**src/rtl/bin_to_bcd_seq.sv**
```systemverilog
`default_nettype none
// ============================================================================
//  Module      : bin_to_bcd_seq
//  Description : Sequential binary-to-BCD converter (shift-and-add-3).
//                Converts one binary value per start request into DIGITS
//                packed BCD digits, processing one input bit per clock.
//
//  Ports
//    clk       in   1          system clock, rising edge
//    rst       in   1          synchronous, active-high reset
//    start     in   1          conversion request, sampled only while idle
//    bin_in    in   BIN_W      binary value, captured on the accepting edge
//    busy      out  1          high while a conversion is in progress
//    done      out  1          one-cycle pulse: bcd_out/overflow just updated
//    bcd_out   out  4*DIGITS   packed BCD, digit k at [4k+3:4k], digit 0 = units
//    overflow  out  1          captured bin_in exceeded 10^DIGITS-1
//
//  Revision    : 1.0 - initial release
// ============================================================================
module bin_to_bcd_seq #(
    parameter int BIN_W  = 14,
    parameter int DIGITS = 4
) (
    input  logic                  clk,
    input  logic                  rst,
    input  logic                  start,
    input  logic [BIN_W-1:0]      bin_in,
    output logic                  busy,
    output logic                  done,
    output logic [4*DIGITS-1:0]   bcd_out,
    output logic                  overflow
);

    localparam int c_bcd_w = 4 * DIGITS;
    localparam int c_cnt_w = $clog2(BIN_W + 1);

    localparam logic [c_cnt_w-1:0] c_cnt_load = c_cnt_w'(BIN_W);
    localparam logic [c_cnt_w-1:0] c_cnt_one  = c_cnt_w'(1);

    // Elaboration-time 10^n; 64 bits is ample for DIGITS up to 9.
    function automatic logic [63:0] pow10(input int n);
        logic [63:0] r;
        r = 64'd1;
        for (int i = 0; i < n; i++) begin
            r = r * 64'd10;
        end
        return r;
    endfunction

    localparam logic [63:0] c_max_val = pow10(DIGITS) - 64'd1;

    typedef enum logic [0:0] {
        S_IDLE  = 1'b0,
        S_SHIFT = 1'b1
    } state_t;

    state_t               state_q,    state_d;
    logic [c_cnt_w-1:0]   cnt_q,      cnt_d;
    logic [BIN_W-1:0]     bin_q,      bin_d;
    logic [c_bcd_w-1:0]   scratch_q,  scratch_d;
    logic                 ovf_pend_q, ovf_pend_d;
    logic [c_bcd_w-1:0]   bcd_q,      bcd_d;
    logic                 ovf_q,      ovf_d;
    logic                 done_q,     done_d;

    logic [c_bcd_w-1:0]   w_adj;
    logic [c_bcd_w-1:0]   w_shift;
    logic                 w_ovf_in;

    // Add-3 correction on every digit in parallel; 4-bit wrap is safe since
    // a digit is at most 9 here, so the result never exceeds 12.
    for (genvar k = 0; k < DIGITS; k++) begin : g_digit
        assign w_adj[4*k +: 4] = (scratch_q[4*k +: 4] >= 4'd5)
                               ? scratch_q[4*k +: 4] + 4'd3
                               : scratch_q[4*k +: 4];
    end

    // Shift the corrected scratch left, pulling in the next binary MSB. The
    // carry out of the top digit is dropped, which yields bin mod 10^DIGITS.
    assign w_shift  = c_bcd_w'({w_adj, bin_q[BIN_W-1]});
    assign w_ovf_in = 64'(bin_in) > c_max_val;

    always_comb begin
        state_d    = state_q;
        cnt_d      = cnt_q;
        bin_d      = bin_q;
        scratch_d  = scratch_q;
        ovf_pend_d = ovf_pend_q;
        bcd_d      = bcd_q;
        ovf_d      = ovf_q;
        done_d     = 1'b0;

        case (state_q)
            S_IDLE: begin
                if (start) begin
                    state_d    = S_SHIFT;
                    bin_d      = bin_in;
                    scratch_d  = '0;
                    cnt_d      = c_cnt_load;
                    ovf_pend_d = w_ovf_in;
                end
            end
            S_SHIFT: begin
                scratch_d = w_shift;
                bin_d     = bin_q << 1;
                cnt_d     = cnt_q - c_cnt_one;
                // Last iteration: publish the completed digits atomically.
                if (cnt_q == c_cnt_one) begin
                    state_d = S_IDLE;
                    bcd_d   = w_shift;
                    ovf_d   = ovf_pend_q;
                    done_d  = 1'b1;
                end
            end
            default: begin
                state_d = S_IDLE;
            end
        endcase
    end

    always_ff @(posedge clk) begin
        if (rst) begin
            state_q    <= S_IDLE;
            cnt_q      <= '0;
            bin_q      <= '0;
            scratch_q  <= '0;
            ovf_pend_q <= 1'b0;
            bcd_q      <= '0;
            ovf_q      <= 1'b0;
            done_q     <= 1'b0;
        end else begin
            state_q    <= state_d;
            cnt_q      <= cnt_d;
            bin_q      <= bin_d;
            scratch_q  <= scratch_d;
            ovf_pend_q <= ovf_pend_d;
            bcd_q      <= bcd_d;
            ovf_q      <= ovf_d;
            done_q     <= done_d;
        end
    end

    assign busy     = (state_q == S_SHIFT);
    assign done     = done_q;
    assign bcd_out  = bcd_q;
    assign overflow = ovf_q;

endmodule
`default_nettype wire

```
**config.mk**
```make
export PLATFORM = sky130hd
export DESIGN_NAME = bin_to_bcd_seq
export DESIGN_NICKNAME = d
export VERILOG_FILES = /design/src/rtl/bin_to_bcd_seq.sv
export SDC_FILE = /design/constraint.sdc
export NUM_CORES = 1
export LEC_CHECK = 0
export ABC_CLOCK_PERIOD_IN_PS = 4500
export BUFFER_PORTS_ARGS = -buffer_cell sky130_fd_sc_hd__buf_2
export CORE_MARGIN = 2
export CORE_UTILIZATION = 60
export DETAILED_ROUTE_END_ITERATION = 10
export HOLD_SLACK_MARGIN = 0.12
export PLACE_DENSITY = 0.92
export SLEW_MARGIN = 20
export SYNTH_ARGS = -nofsm -noshare
export SYNTH_HDL_FRONTEND = slang
export SYNTH_SLANG_ARGS = --single-unit
export TNS_END_PERCENT = 5
```
**constraint.sdc**
```tcl
create_clock -name clk -period 4.5 [get_ports clk]
set_clock_uncertainty 0.2 [all_clocks]
set_input_delay 0.675 -clock clk [delete_from_list [all_inputs] [get_ports clk]]
set_output_delay 0.675 -clock clk [all_outputs]
set_load 0.05 [all_outputs]
```
## Word level (Yosys, flattened, before mapping)

Cells that the tools add are included.

| storage, ports and cells | value |
|---|---|
| flip-flop bits (word level) | 54 |
| bits of input ports | 17 |
| output and inout bits | 19 |
| logic and storage cells | 38 |

| cells by class | value |
|---|---|
| add/sub/neg operators | 5 |
| $lt $le $gt $ge | 5 |
| eq/ne operators | 2 |
| muxes and demuxes | 14 |
| bitwise gates (word level) | 1 |
| reductions and logical operators | 3 |

Operators with widths:

| cell | count |
|---|---|
| one-hot mux 16 bit (2 select lines) | 1 |
| one-hot mux 14 bit (2 select lines) | 1 |
| greater-or-equal comparator 4 x 3 -> 1 bit, second input constant | 4 |
| two-way mux 16 bit | 1 |
| two-way mux 4 bit | 4 |
| > comparator 14 bit, second input constant | 1 |
| two-way mux 14 bit | 1 |
| adder 4 x 2 -> 4 bit, second input constant | 3 |
| one-hot mux 4 bit (2 select lines) | 1 |
| equality test 4 x 1 -> 1 bit, second input constant | 1 |
| AND reduction 2 bit | 2 |
| subtractor 4 x 1 -> 4 bit, second input constant | 1 |
| adder 3 x 2 -> 3 bit, second input constant | 1 |
| two-way mux 1 bit | 3 |
| two-way mux 3 bit | 1 |
| != test 2 bit, second input constant | 1 |
| one-hot mux 1 bit (2 select lines) | 1 |
| OR reduction 2 bit | 1 |
| inverter 1 bit | 1 |

## Depth between registers and ports, before layout

| logic depth | value |
|---|---|
| depth in word-level cells | 3 |
| gate-level depth with buffers | 7 |
| mapped depth without buffers | 7 |

## Least setup slack after synthesis

Ideal clock, no wire load.

| timing path | value |
|---|---|
| path type | flip-flop to flip-flop |
| start point | register state_q (netlist: busy) |
| end point | register scratch_q[2] |
| setup time | 117 ps |
| arrival | 1416 ps |
| required time | 4183 ps |
| path slack | 2767 ps |
| cell stages (with the launch flop) | 5 |
| path buffers | 2 |
| period minus slack after synthesis | 1733 ps |
| path through | dfxtp_1 -> buf_6 -> clkinv_1 -> buf_2 -> a32o_1 |

| on the way | value |
|---|---|
| longest elaborated chain between the ends | 2 |
| elaborated cells between the ends (all ways) | 3 |
| those cells by class | 1 x eq/ne; 1 x mux; 1 x bitwise |

RTL lines:

| item | line | text |
|---|---|---|
| from (decl) | 57 | `state_t state_q, state_d;` |
| from (signal assigned) | 132 | `state_q <= state_d;` |
| inverter 1 bit | n/a |  |
| one-hot mux 16 bit (2 select lines) / != test 2 bit (equally long branches) | n/a |  |
| to (signal assigned) | 135 | `scratch_q <= scratch_d;` |
| to (decl) | 60 | `logic [c_bcd_w-1:0] scratch_q, scratch_d;` |

Several ways; a longest one is shown, not always the timed one.
A chain may end at the register's enable or synchronous reset.

## Final worst setup path

| timing path | value |
|---|---|
| start point | register state_q (netlist: busy) |
| end point | output port busy |

RTL lines:

| item | line | text |
|---|---|---|
| to (decl) | 28 | `output logic busy,` |

No word-level cell between the ends.

==> flow_results.xml <==
<?xml version="1.0" encoding="UTF-8"?>
<metrics>
  <group name="power">
    <metric name="internal_power" unit="uW">685</metric>
    <metric name="vdd_ir_drop_max" unit="uV">245</metric>
    <metric name="total_power" unit="uW">896</metric>
    <metric name="power.density" unit="nW/um^2">331</metric>
    <metric name="switching_share" unit="%">23.5</metric>
    <metric name="p_clk_share" unit="%">35.5</metric>
    <metric name="combinational_cell_fraction_of_total_power" unit="%">8.6</metric>
    <metric name="p_switching" unit="uW">211</metric>
    <metric name="static-leakage-power" unit="nW">1.12</metric>
    <metric name="power.share.sequential" unit="%">56.0</metric>
  </group>
  <group name="synthesis">
    <metric name="yosys_most_used_dff" unit="">sky130_fd_sc_hd__dfxtp_1</metric>
    <metric name="synth.cell_area" unit="sq um">2450</metric>
    <metric name="yosys_warnings" unit="">0</metric>
    <metric name="yosys_register_bits" unit="">54</metric>
    <metric name="synth.largest_area_cell" unit="">sky130_fd_sc_hd__dfxtp_1</metric>
    <metric name="most_used_standard_cells_in_the_synthesized_netlist" unit="">54 x sky130_fd_sc_hd__dfxtp_1, 33 x sky130_fd_sc_hd__nor2_1, 28 x sky130_fd_sc_hd__a21oi_1</metric>
    <metric name="netlist.area_leader.share" unit="%">44.2</metric>
    <metric name="netlist_top_cells_area" unit="">sky130_fd_sc_hd__dfxtp_1 44%, sky130_fd_sc_hd__mux2i_1 6.1%, sky130_fd_sc_hd__a21oi_1 5.7%</metric>
    <metric name="avgSynthCellArea" unit="sq um">9.34</metric>
    <metric name="register_area_share_after_synthesis" unit="%">44.2</metric>
    <metric name="synth-edff-count" unit="">0</metric>
    <metric name="synthesis.instances" unit="">262</metric>
    <metric name="async_reset_ff_share" unit="%">0</metric>
    <metric name="post_synth_num_cell_types" unit="">36</metric>
    <metric name="synth.most_common_cell" unit="">sky130_fd_sc_hd__dfxtp_1</metric>
    <metric name="net_count_after_synthesis" unit="">289</metric>
  </group>
  <group name="grt">
    <metric name="groute.layer.met1.usage" unit="%">28.4</metric>
    <metric name="grt.met2_usage" unit="%">35.5</metric>
    <metric name="groute.layer.met3.usage" unit="%">6.41</metric>
    <metric name="busiest_layer" unit="">met2</metric>
    <metric name="vias_in_the_first_global_route" unit="">1728</metric>
    <metric name="gr-usage-all-layers" unit="%">22.2</metric>
    <metric name="grt_first_pass_wirelength" unit="um">7660</metric>
    <metric name="grt.overflow.total" unit="">0</metric>
    <metric name="largest_net_degree_at_the_start_of_global_routing" unit="">40</metric>
    <metric name="antenna_found_initial" unit="">0</metric>
  </group>
  <group name="cells_and_area">
    <metric name="final_layout_size_suffix_gt1_share" unit="%">18.2</metric>
    <metric name="seqCellArea" unit="sq um">1080</metric>
    <metric name="multiInputGateArea" unit="sq um">1220</metric>
    <metric name="nNetsFinal" unit="">318</metric>
    <metric name="layout.filler_cells" unit="">307</metric>
    <metric name="diodes" unit="">0</metric>
    <metric name="layout.cell_area.non_filler" unit="sq um">2700</metric>
    <metric name="syn2layout_area_growth" unit="%">10.5</metric>
  </group>
  <group name="timing">
    <metric name="hold_viol_final" unit="">0</metric>
    <metric name="final_critical_path_time_including_i_o_delays_and_setup" unit="ns">2.38</metric>
    <metric name="fin_tns_setup" unit="ns">0</metric>
    <metric name="final_report_setup_violation_count" unit="">0</metric>
    <metric name="post_route_clock_period_utilization" unit="%">52.9</metric>
    <metric name="maxClockFrequency" unit="MHz">420</metric>
    <metric name="finalMaxSlewViolations" unit="">0</metric>
    <metric name="tightestPinTransition" unit="ns">0.762</metric>
    <metric name="rsz0062_at_grt" unit="">no</metric>
    <metric name="fin_worst_hold_slack" unit="ns">0.269</metric>
    <metric name="slew-limit-headroom" unit="%">49.0</metric>
  </group>
  <group name="floorplanning">
    <metric name="fp-row-count" unit="">23</metric>
    <metric name="die_area" unit="sq um">4600</metric>
    <metric name="initial_utilization" unit="%">61.6</metric>
    <metric name="die-height" unit="um">67.9</metric>
    <metric name="floorplan.core_area" unit="sq um">3970</metric>
    <metric name="die_w" unit="um">67.9</metric>
    <metric name="io_pins" unit="">36</metric>
  </group>
  <group name="placement">
    <metric name="place_congestion" unit="">0.861</metric>
    <metric name="place_area" unit="sq um">2600</metric>
    <metric name="dp_hpwl" unit="um">3200</metric>
    <metric name="port_buffers" unit="">35</metric>
  </group>
  <group name="setup_path">
    <metric name="critPathRequiredTime" unit="ns">3.62</metric>
    <metric name="path_max_fanout" unit="">39</metric>
    <metric name="cp_cell_sequence" unit="">buf_4 -&gt; buf_2</metric>
    <metric name="arrival" unit="ns">1.50</metric>
    <metric name="ff2ff_setup_slack" unit="ns">2.49</metric>
    <metric name="crit_path_end_kind" unit="">output port</metric>
    <metric name="setup.worst_path.start_class" unit="">flop</metric>
    <metric name="timing.critical_path.slowest_stage_cell" unit="">sky130_fd_sc_hd__dfxtp_1</metric>
    <metric name="slowest_delay" unit="ns">0.46</metric>
    <metric name="criticalPathCategory" unit="">reg -&gt; out</metric>
  </group>
  <group name="drt">
    <metric name="drt-pass1-iter-count" unit="">4</metric>
    <metric name="dr_wl_cell" unit="um">13.2</metric>
    <metric name="post-route-drc-count" unit="">0</metric>
    <metric name="first_iter_violations" unit="">137</metric>
    <metric name="vias" unit="">1927</metric>
    <metric name="drt_wl_total" unit="um">4530</metric>
    <metric name="ant_nets" unit="">0</metric>
    <metric name="per_cell_via_count_in_the_routed_design" unit="">5.63</metric>
  </group>
  <group name="cts">
    <metric name="tritoncts" unit="">done</metric>
    <metric name="hold_buf_count_cts" unit="">0</metric>
    <metric name="cts_inserted_buffers" unit="">5</metric>
    <metric name="htree_levels" unit="">2</metric>
    <metric name="number_of_buffers_between_clock_root_and_the_deepest_sink" unit="">2</metric>
    <metric name="clk_latency" unit="ns">0.32</metric>
    <metric name="clk_pin_slew" unit="ns">0.08</metric>
    <metric name="clk_root_buffer_cell" unit="">sky130_fd_sc_hd__clkbuf_8</metric>
    <metric name="cts.repair.resized" unit="">0</metric>
    <metric name="cts.sink_count" unit="">54</metric>
    <metric name="cts_setup_buffers" unit="">0</metric>
  </group>
  <group name="job">
    <metric name="drv_cap" unit="">0</metric>
  </group>
  <group name="hold_path">
    <metric name="holdCritPathClass" unit="">reg -&gt; reg</metric>
  </group>
  <group name="run_status">
    <metric name="run_status" unit="">complete, no violations</metric>
  </group>
</metrics>
==> cell families after synthesis <==
family	Yosys count	share of synthesized area, %
DFF	54	44.2
adders and majority gates	10	5.12
buffers and inverters	28	6.04
xor gates and xnor gates	4	1.43
muxes	18	7.83
and+or+nand+nor	76	15.6
AOI/OAI and AO/OA	72	19.8
==> cells in the final DEF (no fill, tap or decap), drive strengths merged, types with 2 or more instances in the layout <==
cell type	count
dfxtp	54
buf	36
nor2	34
a21oi	28
o21ai	16
mux2i	15
nand3	14
inv	13
o2bb2ai	13
nor3	11
ha	10
nor3b	7
nand2b	7
clkbuf	7
a22o	4
xnor2	4
a21o	3
mux2	3
a311oi	2
a32o	2
nand2	2
==> metal layers <==
metal / vias up / share of wire (%)
met5: - / 0
met1: 887 / 45
met3: 6 / 6.1
met2: 51 / 47
li1: 983 / -
met4: 0 / 1.7
==> worst max-delay path: cells and delay by family (launching register included) <==
| kind | cells | cell delay [ns] |
|---|---|---|
| buffers and inverters | 2 | 0.72 |
| DFF | 1 | 0.46 |
==> worst paths after layout <==
check,start,to,cells past startpoint
setup / recovery,busy,busy,2
hold / removal,bcd_out[10],bcd_out[10],1
setup reg to reg,busy,bcd_out[1],6
hold reg to reg,bcd_out[10],bcd_out[10],1
==> cell type report <==
type | count | area share (%)
timing repair buffer | 36 | 6.76
inverter | 14 | 1.94
multi-input combinational | 180 | 45.0
tap | 50 | 2.31
clock buffer | 7 | 2.82
sequential | 54 | 40.0
clock inverter | 1 | 1.11
==> registers in the layout (all words and copies together) (netlist names) <==
name / flops
bcd_out: 16
busy: 1
scratch_q: 16
cnt_q: 4
overflow: 1
ovf_pend_q: 1
bin_q: 14
done: 1
==> power by group through the flow <==
| stage | clock, mW | combinational, mW | sequential, mW |
|---|---|---|---|
| 6_report | 0.318 | 0.0770 | 0.501 |
| 5_1_grt | 0.342 | 0.0873 | 0.503 |
| 4_1_cts | 0.320 | 0.0771 | 0.501 |
| 3_5_place_dp | 0 | 0.0767 | 0.512 |
| 3_3_place_gp | 0 | 0.0739 | 0.511 |
| 2_1_floorplan | 0 | 0.0604 | 0.512 |
==> stage by stage <==
stage / utilization, % / worst slack (ns) / cells
after CTS: 68.1 / 2.11 / 342
after global routing: 68.1 / 2.00 / 342
final: 68.1 / 2.12 / 342
after detailed placement: 65.4 / 2.30 / 334
after global placement: 65.4 / 2.33 / 334
after floorplan: - / 2.77 / 262
(Power assumes the default switching activity.)
